[config.mk]
export PLATFORM = sky130hd
export DESIGN_NAME = uart_tx_arb
export DESIGN_NICKNAME = d
export VERILOG_FILES = /design/src/rtl/uart_arb_pkg.sv /design/src/rtl/uart_rr_pick.sv /design/src/rtl/uart_tx_arb.sv
export SDC_FILE = /design/constraint.sdc
export NUM_CORES = 1
export LEC_CHECK = 0
export CAP_MARGIN = 20
export CORE_MARGIN = 2
export CORE_UTILIZATION = 45
export CTS_BUF_LIST = sky130_fd_sc_hd__clkbuf_4
export CTS_CLUSTER_DIAMETER = 30
export DETAILED_ROUTE_END_ITERATION = 12
export PLACE_DENSITY = 0.83
export SLEW_MARGIN = 0
export SYNTH_ARGS = -nofsm -noshare
export SYNTH_HDL_FRONTEND = slang
export SYNTH_HIERARCHICAL = 1
export SYNTH_SLANG_ARGS = --single-unit
[constraint.sdc]
create_clock -name clk -period 7.9 [get_ports clk]
set_clock_uncertainty 0.05 [all_clocks]
set_input_delay 1.185 -clock clk [delete_from_list [all_inputs] [get_ports clk]]
set_output_delay 1.185 -clock clk [all_outputs]
set_load 0.02 [all_outputs]
[src/rtl/uart_arb_pkg.sv]
// Shared types and constants for the UART transmit arbiter.
// Latency: none (definitions only).
// Backpressure: not applicable.
package uart_arb_pkg;

    localparam int NREQ_DEFAULT = 4;

    typedef enum logic [1:0] {
        ST_IDLE    = 2'd0,
        ST_START   = 2'd1,
        ST_WAIT_OK = 2'd2,
        ST_WAIT_LO = 2'd3
    } arb_state_e;

    // Index width for n requesters; a single requester still needs one bit.
    function automatic int idw_of(input int n);
        return (n < 2) ? 1 : $clog2(n);
    endfunction

endpackage

[src/rtl/uart_rr_pick.sv]
// Round-robin one-hot picker: first set req bit at or after ptr, wrapping.
// Latency: combinational.
// Backpressure: none; grant is all zero when req is empty.
module uart_rr_pick
    import uart_arb_pkg::*;
#(
    parameter int NREQ = NREQ_DEFAULT,
    parameter int IDW  = idw_of(NREQ)
) (
    input  logic [NREQ-1:0] req,
    input  logic [IDW-1:0]  ptr,
    output logic [NREQ-1:0] grant,
    output logic [IDW-1:0]  idx
);

    always_comb begin
        int   cand;
        logic found;
        grant = '0;
        idx   = '0;
        found = 1'b0;
        cand  = 0;
        for (int i = 0; i < NREQ; i++) begin
            cand = (int'(ptr) + i) % NREQ;
            if (!found && req[cand[IDW-1:0]]) begin
                found                 = 1'b1;
                grant[cand[IDW-1:0]]  = 1'b1;
                idx                   = cand[IDW-1:0];
            end
        end
    end

endmodule

[src/rtl/uart_tx_arb.sv]
// Shares one uart_tx between NREQ byte requesters; UART_TX_ARB_PRIO_EN gives requester 0 strict priority.
// Latency: handshake edge to tx_start 1 cycle; tx_ok fall to done 1 cycle.
// Backpressure: req_ready only in IDLE with tx_en high; one frame in flight at a time.
module uart_tx_arb
    import uart_arb_pkg::*;
#(
    parameter int NREQ = NREQ_DEFAULT,
    parameter int IDW  = idw_of(NREQ)
) (
    input  logic              clk,
    input  logic              rst,
    input  logic [NREQ-1:0]   req_valid,
    input  logic [NREQ*8-1:0] req_data,
    output logic [NREQ-1:0]   req_ready,
    output logic [NREQ-1:0]   done,
    output logic              abort,
    input  logic              tx_en,
    input  logic              tx_ok,
    output logic              tx_start,
    output logic [7:0]        tx_data,
    output logic              busy,
    output logic [IDW-1:0]    owner
);

    arb_state_e      state_q, state_d;
    logic            tx_start_q, tx_start_d;
    logic [7:0]      tx_data_q, tx_data_d;
    logic [IDW-1:0]  owner_q, owner_d;
    logic [IDW-1:0]  ptr_q, ptr_d;
    logic [NREQ-1:0] done_q, done_d;
    logic            abort_q, abort_d;
    logic            busy_q, busy_d;
    logic            tx_ok_q, tx_ok_d;

    logic [NREQ-1:0] pick_req, rr_grant, sel_grant;
    logic [IDW-1:0]  rr_idx, sel_idx;
    logic            sel_adv;

`ifdef UART_TX_ARB_PRIO_EN
    assign pick_req = {req_valid[NREQ-1:1], 1'b0};
`else
    assign pick_req = req_valid;
`endif

    uart_rr_pick #(.NREQ(NREQ), .IDW(IDW)) u_pick (
        .req   (pick_req),
        .ptr   (ptr_q),
        .grant (rr_grant),
        .idx   (rr_idx)
    );

    always_comb begin
        sel_grant = rr_grant;
        sel_idx   = rr_idx;
        sel_adv   = 1'b1;
`ifdef UART_TX_ARB_PRIO_EN
        // Requester 0 jumps the queue without disturbing the rotation of the rest.
        if (req_valid[0]) begin
            sel_grant = NREQ'(1);
            sel_idx   = '0;
            sel_adv   = 1'b0;
        end
`endif
    end

    assign req_ready = (state_q == ST_IDLE && tx_en && !rst) ? sel_grant : '0;

    always_comb begin
        state_d    = state_q;
        tx_start_d = 1'b0;
        tx_data_d  = tx_data_q;
        owner_d    = owner_q;
        ptr_d      = ptr_q;
        done_d     = '0;
        abort_d    = 1'b0;
        tx_ok_d    = tx_ok;
        if (state_q != ST_IDLE && !tx_en) begin
            state_d = ST_IDLE;
            abort_d = 1'b1;
        end else begin
            case (state_q)
                ST_IDLE: begin
                    if (tx_en && |req_valid) begin
                        state_d    = ST_START;
                        tx_start_d = 1'b1;
                        tx_data_d  = req_data[{sel_idx, 3'b000} +: 8];
                        owner_d    = sel_idx;
                        if (sel_adv) begin
                            ptr_d = (int'(sel_idx) == NREQ - 1) ? '0 : sel_idx + IDW'(1);
                        end
                    end
                end
                ST_START:   state_d = ST_WAIT_OK;
                // Only a fresh rise counts; a level left over from the previous frame is stale.
                ST_WAIT_OK: if (tx_ok && !tx_ok_q) state_d = ST_WAIT_LO;
                ST_WAIT_LO: begin
                    if (!tx_ok) begin
                        state_d = ST_IDLE;
                        done_d  = NREQ'(1) << owner_q;
                    end
                end
                default:    state_d = ST_IDLE;
            endcase
        end
        busy_d = (state_d != ST_IDLE);
    end

    always_ff @(posedge clk or posedge rst) begin
        if (rst) begin
            state_q    <= ST_IDLE;
            tx_start_q <= 1'b0;
            tx_data_q  <= 8'h00;
            owner_q    <= '0;
            ptr_q      <= '0;
            done_q     <= '0;
            abort_q    <= 1'b0;
            busy_q     <= 1'b0;
            tx_ok_q    <= 1'b0;
        end else begin
            state_q    <= state_d;
            tx_start_q <= tx_start_d;
            tx_data_q  <= tx_data_d;
            owner_q    <= owner_d;
            ptr_q      <= ptr_d;
            done_q     <= done_d;
            abort_q    <= abort_d;
            busy_q     <= busy_d;
            tx_ok_q    <= tx_ok_d;
        end
    end

    assign tx_start = tx_start_q;
    assign tx_data  = tx_data_q;
    assign owner    = owner_q;
    assign done     = done_q;
    assign abort    = abort_q;
    assign busy     = busy_q;

endmodule

* After elaboration in Yosys (flattened, before gate mapping)
Cells that the tools add are included. Widths: inputs -> output; s select.
Word-level totals: memory bits (writable) 0, word-level logic and storage cells 95, input bits 40, memories kept 0, bits in latches 0, output and inout bits 21, bits in read-only memories 0, register bits after elaboration 22
Operators by class: $lt $le $gt $ge 8, equal/unequal tests 4, divide/modulo/power cells 0, reduce and logical (&&, ||, !) cells 23, add/subtract/negate cells 4, multipliers 0, bitwise logic cells 4, mux-type cells 41, shift operators 2
Operators with widths (number):
- $mux 4 | 8
- $shiftx 32x6->8 | 1
- $mux 2 | 9
- $mux 1 | 15
- $logic_and 1x1->1 | 12
- $lt 2x3->1 const B | 4
- $or 4x4->4 | 3
- $bmux 1 s2 | 4
- $demux 1 s2 | 4
- $ge 2x1->1 const B | 4
- $pmux 2 s4 | 1
- $logic_not 1->1 | 6
- $add 2x1->2 const B | 2
- $add 2x2->2 const B | 2
- $eq 2x1->1 const B | 2
- $eq 2x2->1 const B | 2
- $reduce_bool 2->1 | 2
- $reduce_or 4->1 | 1
- $shl 1x2->4 const A | 1
- $reduce_and 3->1 | 1
- $logic_not 2->1 | 1
- $not 1->1 | 1

* Logic depth before layout (Yosys ltp)
depth after elaboration 14, gate-level depth with buffers 11

* Cells and area by module
The synthesis kept the hierarchy.
Modules (own cells, without submodules):
- uart_tx_arb | area an instance 1138.6 sq um, sequential area each 550.5 sq um, cells an instance 72, instances 1
- uart_rr_pick | area an instance 489.2 sq um, sequential area each 0.0 sq um, cells an instance 65, instances 1

* Least setup slack after synthesis
Ideal clock, no wire load.
kind input to output, from input port req_valid[0], to output port req_ready[0], required time 6.665 ns, buffers on the path 1, setup slack 4.057 ns, cell stages on the path 6, arrival 2.608 ns, cells stage by stage clkbuf_2 -> mux4_2 -> or2_4 -> nor2b_4 -> a221o_2 -> and2_1
On the way: longest elaborated chain between the ends 13, elaborated cells on any way between the ends 25
RTL lines:
- start: declaration | RTL line uart_tx_arb.sv:12 | input logic [NREQ-1:0] req_valid,
- $bmux 1 s2 | RTL line uart_rr_pick.sv:25 | if (!found && req[cand[IDW-1:0]]) begin
- $mux 1 (implied by the code) | RTL line uart_rr_pick.sv:25
- $mux 1 | RTL line uart_rr_pick.sv:25
- $logic_not 1->1 | RTL line uart_rr_pick.sv:25
- $logic_and 1x1->1 | RTL line uart_rr_pick.sv:25
- $mux 1 | RTL line uart_rr_pick.sv:25
- $logic_not 1->1 | RTL line uart_rr_pick.sv:25
- $logic_and 1x1->1 | RTL line uart_rr_pick.sv:25
- $mux 1 | RTL line uart_rr_pick.sv:25
- $logic_not 1->1 | RTL line uart_rr_pick.sv:25
- $logic_and 1x1->1 | RTL line uart_rr_pick.sv:25
- $mux 4 * | RTL line uart_rr_pick.sv:25
- net rr_grant[0] | RTL line uart_tx_arb.sv:35 | logic [NREQ-1:0] pick_req, rr_grant, sel_grant;
- $mux 4 * | RTL line uart_tx_arb.sv:66 | assign req_ready = (state_q == ST_IDLE && tx_en && !rst) ? sel_grant : '0;
- end: declaration | RTL line uart_tx_arb.sv:14 | output logic [NREQ-1:0] req_ready,
Mark *: on every way through the listed nets, which the timed path passes. The rest lies on a longest branch. The select of a mux whose other input is x is not followed.

* Worst setup path after layout
from input port req_valid[1], to output port req_ready[2]
The elaborated chain is that of the path after synthesis.

==> results.ini <==
[routing]
top_layer = met4
avgRoutedWirePerCell_um = 15.51
dr_total_vias = 1291
wl_met1_mm = 1.453
drc_errors = 0
first_pass_iters = 5
wl_met2_mm = 2.035
ant_nets = 0
dr.first_iter.drc_count = 31
viasPerCell = 5.447
wl_met3_um = 109
wl_mm = 3.677

[sta]
rsz0062_at_grt = no
setup_viol = 0
whs_ps = 467.7
worst_pin_slew_ps = 1063
final.period_utilization = 0.6305
fin_setup_tns_ps = 0
final-max-slew-violation-count = 0
fin_crit_ps = 4981
timing_hold_violations_final = 0
relSlewSlack = 0.2882
fmax_mhz = 200.8

[die]
core-area_um2 = 3416
fp.dieW_um = 64.15
die_h_um = 64.15
initial_core_util = 0.4766
io_pins = 61
die_area_um2 = 4115
rows = 21

[logic_synthesis]
yosysWarningCount = 6
synthMuxAreaShare = 0.2775
syn_area_um2 = 1628
synth_top_family_by_area = multiplexers
synthXorXnorAreaFrac = 0
synth-simple-area-share = 0.1722
syn_nets = 183
synth-compound-area-share = 0.09915
synth.avg_cell_area_um2 = 11.88
netlist_instances = 137
postSynthRegisterBits = 22
ys_seq_area_frac = 0.3382
synth-adder-area-share = 0.04612
synthDistinctLibCells = 41

[global_route]
grt_overflow_total = 0
antenna_found_initial = 0
gr-usage-all-layers = 0.1745
grt_max_degree = 24
grt_pass1_wl_mm = 5.664
grt_pass1_vias = 1230

[cells_and_area]
antenna_cells = 0
layout_commonest_cell = clkdlybuf4s50_1
mostFrequentLayoutCells = clkdlybuf4s50_1, dfrtp_1, nand2_1
area_delta_synth_final_pct = 36.74
fillers = 282
layout-drive-gt1-share = 0.1675
final_cells = 237
nNetsFinal = 238

[cts]
cts_buffers = 3
cts_hold_buf = 0
h-tree-depth = 1
clock_path_buffers = 2
ctsResizeCount = 0
cts_root_buf = clkbuf_4
clk_pin_slew_ps = 110
tritoncts = built
clock-sinks = 22
post_cts_buffers = 0
clkLatencyLatePin_ps = 290

[critical_path]
end_kind = output port
cp_max_fo = 12
critPathLaunchType = input pin
critPathArrivalTime_ps = 3750
worstPathRequired_ps = 6660
setup.worst_path.class = in2out

[power]
power_density_nw_per_um2 = 326.7
p_int_mw = 0.4362
switching_share = 0.4001
ir_drop_mv = 0.1744
p_seq_frac = 0.268
clockPowerShare = 0.067
p_comb_frac = 0.666
leakagePower_nw = 0.9435
power.switching_mw = 0.2910

[place]
dp_cells = 233
place_hpwl_mm = 2.995
place.gp.congestion = 0.8066
placement.io_buffers = 60

[status]
status = complete, no violations

[flow_run]
maxCapViolations = 0

[worst_hold_path]
hp-class = reg2reg

==> metrics by stage <==
stage               total power [mW]    util  instance area (µm²)  setup WS [ps]
floorplan                     0.5665       -                 1628           4057
global placement              0.6590  0.6440                 2200           3054
detailed placement            0.6824  0.6440                 2200           2930
CTS                           0.7323  0.6516                 2226           2926
global route                  0.7754  0.6516                 2226           2717
finish                        0.7272  0.6516                 2226           2919
==> synth_stat cells, drive strengths merged <==
master	n	area share
nand2b	3	0.012
a21oi	1	0.0031
or4	1	0.0069
or3	1	0.0038
nor3	4	0.012
o21bai	1	0.0046
nand2	11	0.025
mux4	11	0.16
nor2	8	0.023
a211oi	1	0.0046
buf	6	0.035
dfrtp	22	0.34
a22o	1	0.0054
a32o	1	0.0061
clkbuf	4	0.018
mux2	12	0.10
inv	6	0.014
or2	2	0.0092
mux2i	2	0.012
nor2b	2	0.012
a221o	4	0.028
a32oi	1	0.0054
nor3b	4	0.018
and3	1	0.0038
o31ai	1	0.0046
o21ai	8	0.025
and3b	3	0.016
nand3	2	0.014
o31a	1	0.0054
a31oi	2	0.0077
and2	4	0.015
ha	6	0.046
==> worst max-delay path: stages <==
cell             delay, ps
clkdlybuf4s50_1        660
nor3b_1                220
o21ai_0                110
o31ai_1                580
a221o_2                270
and2_1                 120
clkdlybuf4s50_1        600
==> flip-flops by register name, summed over array words and instances (netlist names) <==
name and count:
tx_ok_q 1, ptr_q 2, state_q 2, owner 2, abort 1, tx_data 8, done 4, busy 1
tx_start 1
==> per-layer routing <==
layer | vias to the layer above | global-route usage
met5 | - | 0
met4 | 0 | 0.05585
met3 | 6 | 0.02113
met2 | 30 | 0.3320
met1 | 635 | 0.2011
li1 | 620 | -
==> cell type report <==
type / instances / area (µm²) / share of cell area
timing repair buffer: 60 / 600.6 / 0.2698
clock inverter: 1 / 3.754 / 0.001686
multi-input combinational: 99 / 968.4 / 0.4351
clock buffer: 3 / 22.52 / 0.01012
sequential: 22 / 550.5 / 0.2473
inverter: 6 / 22.52 / 0.01012
tap: 46 / 57.56 / 0.02586
==> power by group through the flow <==
stage / clock, mW / combinational, mW / sequential (mW)
floorplan: 0 / 0.357 / 0.209
global placement: 0 / 0.465 / 0.194
detailed placement: 0 / 0.485 / 0.198
CTS: 0.0499 / 0.487 / 0.195
global route: 0.0554 / 0.519 / 0.201
finish: 0.0485 / 0.484 / 0.195
==> worst paths after layout <==
| kind | start | to | slack, ps | depth (start not counted) |
|---|---|---|---|---|
| min in group asynchronous | rst | tx_data[5] | 1290 | 2 |
| max in group asynchronous | rst | ptr_q[0] | 6030 | 2 |
| min | owner[0] | done[2] | 470 | 1 |
| min reg2reg | owner[0] | done[2] | 470 | 1 |
| max reg2reg | ptr_q[0] | tx_data[3] | 4020 | 7 |
| max | req_valid[1] | req_ready[2] | 2920 | 7 |
==> cells by family after synthesis <==
group	Yosys count
simple gates	46
mux	25
compound gates	22
flops	22
buf+inv	16
fa+ha+maj	6
Power figures use the tool's default switching activity.
